<file path="src/rtl/pulse_sync_arbiter_pkg.sv">
// Shared types and sizing helpers for the pulse-synchronizer scheduler.
package pulse_sync_pkg;
  localparam int NREQ_MAX = 8;

  typedef enum logic [1:0] {IDLE, STROBE, SETTLE} state_t;

  // $clog2 with a floor of 1 so single-value ranges still get a real bit.
  function automatic int clog2w(input int v);
    return (v <= 2) ? 1 : $clog2(v);
  endfunction

  function automatic int maxi(input int a, input int b);
    return (a > b) ? a : b;
  endfunction
endpackage

</file>
<file path="src/rtl/pulse_sync_arbiter_if.sv">
// Requester-side bundle of the pulse-synchronizer scheduler.
interface pulse_sync_arbiter_if #(
  parameter int N    = 8,
  parameter int NREQ = 4
);
  localparam int IDW = pulse_sync_pkg::clog2w(NREQ);

  logic [NREQ-1:0]   req;
  logic [NREQ*N-1:0] req_data;
  logic [NREQ-1:0]   gnt;
  logic [NREQ-1:0]   done;
  logic              busy;
  logic [IDW-1:0]    gnt_id;
  logic              stb_o;
  logic [N-1:0]      data_o;

  modport master (output req, req_data,
                  input  gnt, done, busy, gnt_id, stb_o, data_o);
  modport slave  (input  req, req_data,
                  output gnt, done, busy, gnt_id, stb_o, data_o);
endinterface

</file>
<file path="src/rtl/pulse_sync_arbiter_rr.sv">
// Combinational round-robin pick: first requester at or after ptr wins.
module rr_arbiter
  import pulse_sync_pkg::*;
#(
  parameter int NREQ = 4,
  localparam int IDW = clog2w(NREQ)
)(
  input  logic [NREQ-1:0] req,
  input  logic [IDW-1:0]  ptr,
  output logic [NREQ-1:0] gnt,
  output logic [IDW-1:0]  id,
  output logic            any
);
  logic [IDW-1:0] idx;

  // Scan farthest-first so the candidate nearest ptr overwrites the rest.
  always_comb begin
    gnt = '0;
    id  = '0;
    any = 1'b0;
    idx = '0;
    for (int k = NREQ - 1; k >= 0; k--) begin
      idx = IDW'((int'(ptr) + k) % NREQ);
      if (req[idx]) begin
        id  = idx;
        any = 1'b1;
      end
    end
    for (int j = 0; j < NREQ; j++) gnt[j] = any && (id == IDW'(j));
  end
endmodule

</file>
<file path="src/rtl/pulse_sync_arbiter.sv">
// Shares one strobe/data synchronizer channel among NREQ requesters.
module pulse_sync_arbiter
  import pulse_sync_pkg::*;
#(
  parameter int N       = 8,
  parameter int NREQ    = 4,
  parameter int STB_CYC = 4,
  parameter int GAP_CYC = 4
)(
  input logic clk,
  input logic rst_n,
  input logic ena,
  pulse_sync_arbiter_if.slave bus
);
  localparam int IDW = clog2w(NREQ);
  localparam int CW  = clog2w(maxi(STB_CYC, GAP_CYC) + 1);

  state_t         state, state_nxt;
  logic [CW-1:0]  cnt, cnt_nxt;
  logic [IDW-1:0] ptr, gnt_id_q, arb_id;
  logic [NREQ-1:0] arb_gnt, gnt_oh;
  logic           arb_any, grant_fire;
  logic [N-1:0]   data_q, win_data;

  rr_arbiter #(.NREQ(NREQ)) u_rr (
    .req (bus.req),
    .ptr (ptr),
    .gnt (arb_gnt),
    .id  (arb_id),
    .any (arb_any)
  );

  assign grant_fire = ena && (state == IDLE) && arb_any;

  always_comb begin
    win_data = '0;
    for (int k = 0; k < NREQ; k++)
      if (arb_gnt[k]) win_data = bus.req_data[k*N +: N];
  end

  always_ff @(posedge clk or negedge rst_n) begin
    if (!rst_n) begin
      state <= IDLE;
      cnt   <= '0;
    end else begin
      state <= state_nxt;
      cnt   <= cnt_nxt;
    end
  end

  // ena low freezes everything, which is what stretches the strobe.
  always_comb begin
    state_nxt = state;
    cnt_nxt   = cnt;
    if (ena) begin
      case (state)
        IDLE: if (arb_any) begin
          state_nxt = STROBE;
          cnt_nxt   = CW'(STB_CYC - 1);
        end
        STROBE: if (cnt == '0) begin
          state_nxt = SETTLE;
          cnt_nxt   = CW'(GAP_CYC - 1);
        end else cnt_nxt = cnt - CW'(1);
        SETTLE: if (cnt == '0) state_nxt = IDLE;
                else cnt_nxt = cnt - CW'(1);
        default: state_nxt = IDLE;
      endcase
    end
  end

  // Word, id and pointer move only on a grant edge; data_o holds afterwards.
  always_ff @(posedge clk or negedge rst_n) begin
    if (!rst_n) begin
      ptr      <= '0;
      gnt_id_q <= '0;
      data_q   <= '0;
    end else if (grant_fire) begin
      data_q   <= win_data;
      gnt_id_q <= arb_id;
      ptr      <= (arb_id == IDW'(NREQ - 1)) ? '0 : arb_id + IDW'(1);
    end
  end

  always_comb begin
    gnt_oh = '0;
    for (int k = 0; k < NREQ; k++) gnt_oh[k] = (gnt_id_q == IDW'(k));
    bus.busy  = (state != IDLE);
    bus.stb_o = (state == STROBE);
    bus.gnt   = (state != IDLE) ? gnt_oh : '0;
    bus.done  = (state == SETTLE && cnt == '0 && ena) ? gnt_oh : '0;
  end

  assign bus.gnt_id = gnt_id_q;
  assign bus.data_o = data_q;
endmodule

</file>
<file path="src/flat_wrapper.sv">
// flat-port wrapper written by rule: the top's interface ports become plain ports
module pulse_sync_arbiter_flat import pulse_sync_pkg::*;
#(
  parameter int N       = 8,
  parameter int NREQ    = 4,
  parameter int STB_CYC = 4,
  parameter int GAP_CYC = 4
)
  (clk, rst_n, ena, bus_req, bus_req_data, bus_gnt, bus_done, bus_busy, bus_gnt_id, bus_stb_o, bus_data_o);
  pulse_sync_arbiter_if #(.N(N), .NREQ(NREQ)) bus_i ();
  input logic clk;
  input logic rst_n;
  input logic ena;
  input wire logic [$bits(bus_i.req)-1:0] bus_req;
  input wire logic [$bits(bus_i.req_data)-1:0] bus_req_data;
  output wire logic [$bits(bus_i.gnt)-1:0] bus_gnt;
  output wire logic [$bits(bus_i.done)-1:0] bus_done;
  output wire logic [$bits(bus_i.busy)-1:0] bus_busy;
  output wire logic [$bits(bus_i.gnt_id)-1:0] bus_gnt_id;
  output wire logic [$bits(bus_i.stb_o)-1:0] bus_stb_o;
  output wire logic [$bits(bus_i.data_o)-1:0] bus_data_o;
  assign bus_i.req = bus_req;
  assign bus_i.req_data = bus_req_data;
  assign bus_gnt = bus_i.gnt;
  assign bus_done = bus_i.done;
  assign bus_busy = bus_i.busy;
  assign bus_gnt_id = bus_i.gnt_id;
  assign bus_stb_o = bus_i.stb_o;
  assign bus_data_o = bus_i.data_o;
  pulse_sync_arbiter #(.N(N), .NREQ(NREQ), .STB_CYC(STB_CYC), .GAP_CYC(GAP_CYC)) u_core (.clk(clk), .rst_n(rst_n), .ena(ena), .bus(bus_i));
endmodule
</file>
<file path="config.mk">
export PLATFORM = sky130hd
export DESIGN_NAME = pulse_sync_arbiter_flat
export DESIGN_NICKNAME = d
export VERILOG_FILES = /design/src/rtl/pulse_sync_arbiter_pkg.sv /design/src/rtl/pulse_sync_arbiter_if.sv /design/src/rtl/pulse_sync_arbiter_rr.sv /design/src/rtl/pulse_sync_arbiter.sv /design/src/flat_wrapper.sv
export SDC_FILE = /design/constraint.sdc
export NUM_CORES = 1
export LEC_CHECK = 0
export BUFFER_PORTS_ARGS = -buffer_cell sky130_fd_sc_hd__buf_2
export CAP_MARGIN = 10
export CORE_ASPECT_RATIO = 1.1
export CORE_MARGIN = 4
export CORE_UTILIZATION = 45
export DETAILED_ROUTE_END_ITERATION = 16
export GPL_TIMING_DRIVEN = 0
export PLACE_DENSITY = 0.83
export SLEW_MARGIN = 30
export SYNTH_ARGS = -nofsm -noshare
export SYNTH_HDL_FRONTEND = slang
export SYNTH_SLANG_ARGS = --single-unit
</file>
<file path="constraint.sdc">
create_clock -name clk -period 3 [get_ports clk]
set_clock_uncertainty 0.15 [all_clocks]
set_input_delay 0 -clock clk [delete_from_list [all_inputs] [get_ports clk]]
set_output_delay 0 -clock clk [all_outputs]
set_load 0.01 [all_outputs]
</file>
Word-level counts from Yosys, hierarchy flattened. Index checks and enable logic that the tools add are counted.

Memory bits (read-only): 0. Output and inout port bits: 20. Bits in latches: 0. Logic and storage cells: 73. Memory bits (writable): 0. Memories: 0. Flip-flop bits (word level): 17.

Add/subtract/negate cells: 5. Shifts and indexed selects: 0. Reduce and logical (&&, ||, !) cells: 16. Muxes and demuxes: 31. Multiply operators: 0. Eq/ne operators: 12. Divide/modulo/power cells: 0. Order comparisons: 4. Bitwise gates (word level): 0.

Operators with widths (number): $mux W8 (4); $mux W2 (8); $lt A2 B3 Y1 const B (4); $eq A2 B2 Y1 const B (5); $mux W3 (3); $pmux W3 S3 (1); $bmux W1 S2 (4); $logic_and A1 B1 Y1 (8); $mux W1 (8); $mux W4 (2); $reduce_and A4 Y1 (2); $eq A2 B1 Y1 const B (3); $logic_not A2 Y1 (3); $ne A2 B1 Y1 const B (3); $pmux W2 S3 (1); $add A2 B1 Y2 const B (2); $add A2 B2 Y2 const B (2); $logic_not A3 Y1 (1); $reduce_bool A3 Y1 (1); $sub A3 B1 Y3 const B (1); $ne A2 B2 Y1 const B (1); $reduce_bool A2 Y1 (1).

Longest topological paths before layout.
Depth in word-level cells: 13. Mapped depth: 11. Gate-level depth less buffers: 9.

By module. Synthesis repeated with hierarchy kept, for this count alone.

Cells, all modules: 164. Area, all modules: 1356.3 um2.

Modules (own cells, without submodules): pulse_sync_arbiter (area an instance 1144.8 um2, instances 1, cells each 131); rr_arbiter (area an instance 211.5 um2, instances 1, cells each 33).

Worst setup path after synthesis. OpenSTA, ideal clock, no wires.

Path type: register -> register. Start point: register u_core.ptr[1]. End point: register u_core.data_q[6] (netlist: u_core.bus.data_o[6]). Data required time: 2.723 ns. Path slack: 0.560 ns. Data arrival time: 2.163 ns. Setup time: 0.127 ns. Cell stages (with the launch flop): 12. Cells stage by stage: dfrtp_1 -> mux2i_1 -> and2_1 -> nor3_1 -> inv_1 -> ha_1 -> clkbuf_1 -> clkbuf_1 -> a21oi_1 -> o21ai_0 -> a221oi_1 -> nor2_1.

Cells in the longest elaborated chain, start to end: 13.

Ends and longest elaborated chain: start, declared (line pulse_sync_arbiter.sv:20) `logic [IDW-1:0] ptr, gnt_id_q, arb_id;`; start signal, assigned (line pulse_sync_arbiter.sv:81) `ptr <= (arb_id == IDW'(NREQ - 1)) ? '0 : arb_id + IDW'(1);`; $add A2 B2 Y2 (line pulse_sync_arbiter_rr.sv:23) `idx = IDW'((int'(ptr) + k) % NREQ);`; $bmux W1 S2 (line pulse_sync_arbiter_rr.sv:24) `if (req[idx]) begin`; $mux W1 (not written as such) (line pulse_sync_arbiter_rr.sv:24); $mux W2 (3 in a row) (line pulse_sync_arbiter_rr.sv:24); $mux W2 (*) (line pulse_sync_arbiter_rr.sv:24); net u_core.arb_id[0] (line pulse_sync_arbiter.sv:20); $logic_not A2 Y1 (line pulse_sync_arbiter_rr.sv:29) `for (int j = 0; j < NREQ; j++) gnt[j] = any && (id == IDW'(j));`; $logic_and A1 B1 Y1 (line pulse_sync_arbiter_rr.sv:29); $mux W8 (3 in a row) (line pulse_sync_arbiter.sv:38) `if (arb_gnt[k]) win_data = bus.req_data[k*N +: N];`; $mux W8 (*) (line pulse_sync_arbiter.sv:38); end signal, assigned (line pulse_sync_arbiter.sv:79) `data_q <= win_data;`; end, declared (line pulse_sync_arbiter.sv:23) `logic [N-1:0] data_q, win_data;`.

Mark *: on every way through the listed nets, which the timed path passes. The rest lies on a longest branch. The select of a mux whose other input is x is not followed. A chain may end at the register's enable or synchronous reset.

Final worst setup path.
Start point: register u_core.ptr[1]. End point: register u_core.data_q[7] (netlist: u_core.bus.data_o[7]).

Same word-level chain as after synthesis.

==> key figures <==
Drt
  • Via/cell ratio: 5.19
  • DRT Wirelength: 3600 um
  • ANT nets after route: 0
  • DR WL/cell: 13.2 um
  • # DRC: 0
  • DRT iter0 DRCs: between 70 and 80
  • DR vias: around 1400
  • TritonRoute pass-1 iters: 4

Clock tree
  • Clk root buf: clkbuf_4
  • Clk buf depth: 2
  • Num CTS Buffers: 3
  • TritonCTS clock tree: built
  • H-tree depth: 1
  • Clock net sink count: 17
  • CTS clk-pin slew, worst paths: 0.09 ns
  • Worst-skew pair later-pin latency: approximately 0.3 ns
  • Post-CTS setup buffer count: 0

Timing
  • Worst slew margin: 49.4%
  • Fin Hold WS: 0.00170 ns
  • Setup TNS: 0 ns
  • Final Setup Violations: 0
  • F_max: ~360 MHz
  • RSZ-0062 raised after global routing: false
  • Fin crit share: 91.9%
  • Final Slew Violations: 0
  • Worst slew pin tran: 0.757 ns
  • Final hold vios: 0
  • Tmin final: 2.76 ns

Hold path
  • Hold Crit Class: in -> reg
  • Hold endpoint: u_core.ptr[0]
  • Hold Path Cell Cnt: 4
  • Hold Startpoint: bus_req[2]

Global route
  • Initial antenna violation count: 0
  • Largest net degree at the start of global routing: 18
  • Total grt overflow: 0
  • Vias in the first global route: between 1000 and 1500
  • First-pass GRT wire length: 5970 um
  • Total GRT Usage: 20.0%

Run
  • Maxcap violations: 0

Die
  • DIE AREA: 3740 um^2
  • IO Count: 59
  • Row count: 19
  • Core region area: approximately 2600 um^2
  • Die H: about 64 um
  • Initial Util: just under 50%
  • Die W: a little under 60 um

Final layout
  • Area Overhead vs Synth: 41.0%
  • Layout cells sized above 1: 28.5%
  • Filler cells: 224
  • # nets final: 293
  • Register area: approximately 430 um^2
  • Area occupied by multi-input gates: 749 um^2
  • # diodes: 0

Setup path
  • Worst Path Required: between 3 and 4 ns
  • CP Capture Type: register
  • Startpoint Class: register
  • Critical path class: reg -> reg
  • R2R Path Start: u_core.ptr[1]
  • CP max FO: 10
  • Worst flop-to-flop path endpoint: u_core.bus.data_o[7]
  • Worst Path Arrival: 2.79 ns
  • Worst R2R Path Depth: 11
  • R2R Setup Slk: 0.24 ns

Pwr
  • Leakage: about 0.9 nW
  • Peak supply drop: roughly 650 uV
  • Power Dens Cells: 803 nW/um^2

Synthesis
  • Post-synth EDFFs: 0
  • Synth Register Bits: 17
  • Syn. warnings: 0
  • Ys flop type: dfrtp_1
  • Mapped cell area: 1270 um^2
  • Asr flop ratio synth: 100%
  • Mapped Cells: 164
  • Synth cell types: 33
  • Syn nets: ~210
  • Seq/Total Area, Yosys: 33.5%
  • Syn avg cell area: 7.74 um^2

Placement
  • Gpl congestion: 0.863
  • I/O Buffers: between 50 and 60
  • Post-detail-place hpwl: 2650 um

Outcome
  • Outcome: finished clean
worst max-delay path: stages, from the launching register on:
cell,delay (ns)
dfrtp_1,0.46
mux2i_1,0.14
and2_1,0.17
nor3_2,0.28
inv_1,0.13
ha_1,0.22
clkbuf_1,0.17
clkbuf_1,0.26
a21oi_1,0.15
o21ai_0,0.10
a221oi_1,0.33
nor2_1,0.09
kinds of logic after synthesis:
kind of cell	Yosys count	share of synthesized area (%)
compound gates	53	25.4
fa+ha+maj	11	10.8
buf+inv	26	7.88
flops	17	33.5
mux	2	1.67
simple gates	55	20.7
cell type report:
| class | instances | share of cell area [%] |
|---|---|---|
| multi-input combinational | 121 | 41.9 |
| buffer | 8 | 1.82 |
| tap | 31 | 2.17 |
| clock buffer | 4 | 1.47 |
| inverter | 18 | 3.77 |
| timing repair buffer | 74 | 25.2 |
| sequential | 17 | 23.8 |
through the flow:
step	setup WS, ns	total power [mW]	area [um^2]	cells	utilization [%]
after CTS	0.139	1.44	1790	273	68.9
after global placement	0.204	1.27	1600	253	61.7
after global routing	0.0341	1.59	1790	273	69.1
after floorplan	0.560	1.02	1270	164	-
after detailed placement	0.165	1.29	1600	253	61.7
final	0.242	1.44	1790	273	69.1
cell usage after synthesis (all sizes together), types with 2 or more instances:
master | instances | area share [%]
nand2 | 15 | 4.4
dfrtp | 17 | 33
buf | 2 | 0.79
nand2b | 2 | 0.99
nor3 | 3 | 1.2
inv | 18 | 5.3
nand3b | 2 | 1.2
nor3b | 3 | 1.8
o21ai | 13 | 5.1
nor2 | 22 | 6.5
ha | 11 | 11
a21oi | 23 | 9.1
or2 | 2 | 0.99
clkbuf | 6 | 1.8
a221oi | 8 | 5.5
flip-flops by register name, indices dropped and copies added (netlist names):
register	cells
u_core.bus.data_o	8
u_core.cnt	3
u_core.bus.gnt_id	2
u_core.ptr	2
u_core.state	2
routing by layer:
layer / vias to the layer above / GRT usage [%] / routed length (um)
met5: - / 0 / 0
met4: 0 / 5.10 / 48
met3: 6 / 5.31 / 211
met2: 48 / 35.2 / 1820
met1: 638 / 23.9 / 1530
li1: 726 / - / -
worst max path at each step:
stage                        startpoint              endpoint  cells past startpoint
after floorplan           u_core.ptr[1]  u_core.bus.data_o[6]                     11
after global placement    u_core.ptr[1]  u_core.bus.data_o[7]                     11
after CTS                 u_core.ptr[1]  u_core.bus.data_o[7]                     11
final                     u_core.ptr[1]  u_core.bus.data_o[7]                     11
after global routing      u_core.ptr[1]  u_core.bus.data_o[6]                     11
after detailed placement  u_core.ptr[1]  u_core.bus.data_o[6]                     11
repair_timing:
action / CTS / global route
hold buffers: 16 / 0
resized for setup: 0 / 1
hold endpoints to repair: 25 / 0
setup endpoints to repair: 0 / 2
placed cells by master, fill, tap and decap left out, types with 2 or more instances in the layout:
master,Yosys,layout
dlygate4sd3_1,0,16
nor3_1,3,2
nand2b_1,2,2
ha_1,11,11
clkbuf_1,6,7
or2_2,2,2
nor3b_1,3,3
dfrtp_1,17,17
clkbuf_4,0,3
nand3b_1,2,2
a221oi_1,8,8
a21oi_1,23,23
inv_1,18,18
buf_2,2,60
o21ai_0,12,12
nor2_1,22,22
nand2_1,15,15
power by group:
| part | internal (mW) | switching [mW] |
|---|---|---|
| clock network | 0.0519 | 0.0712 |
| logic | 0.366 | 0.510 |
| registers | 0.342 | 0.0968 |
| total | 0.760 | 0.678 |
Power figures use the tool's default switching activity.
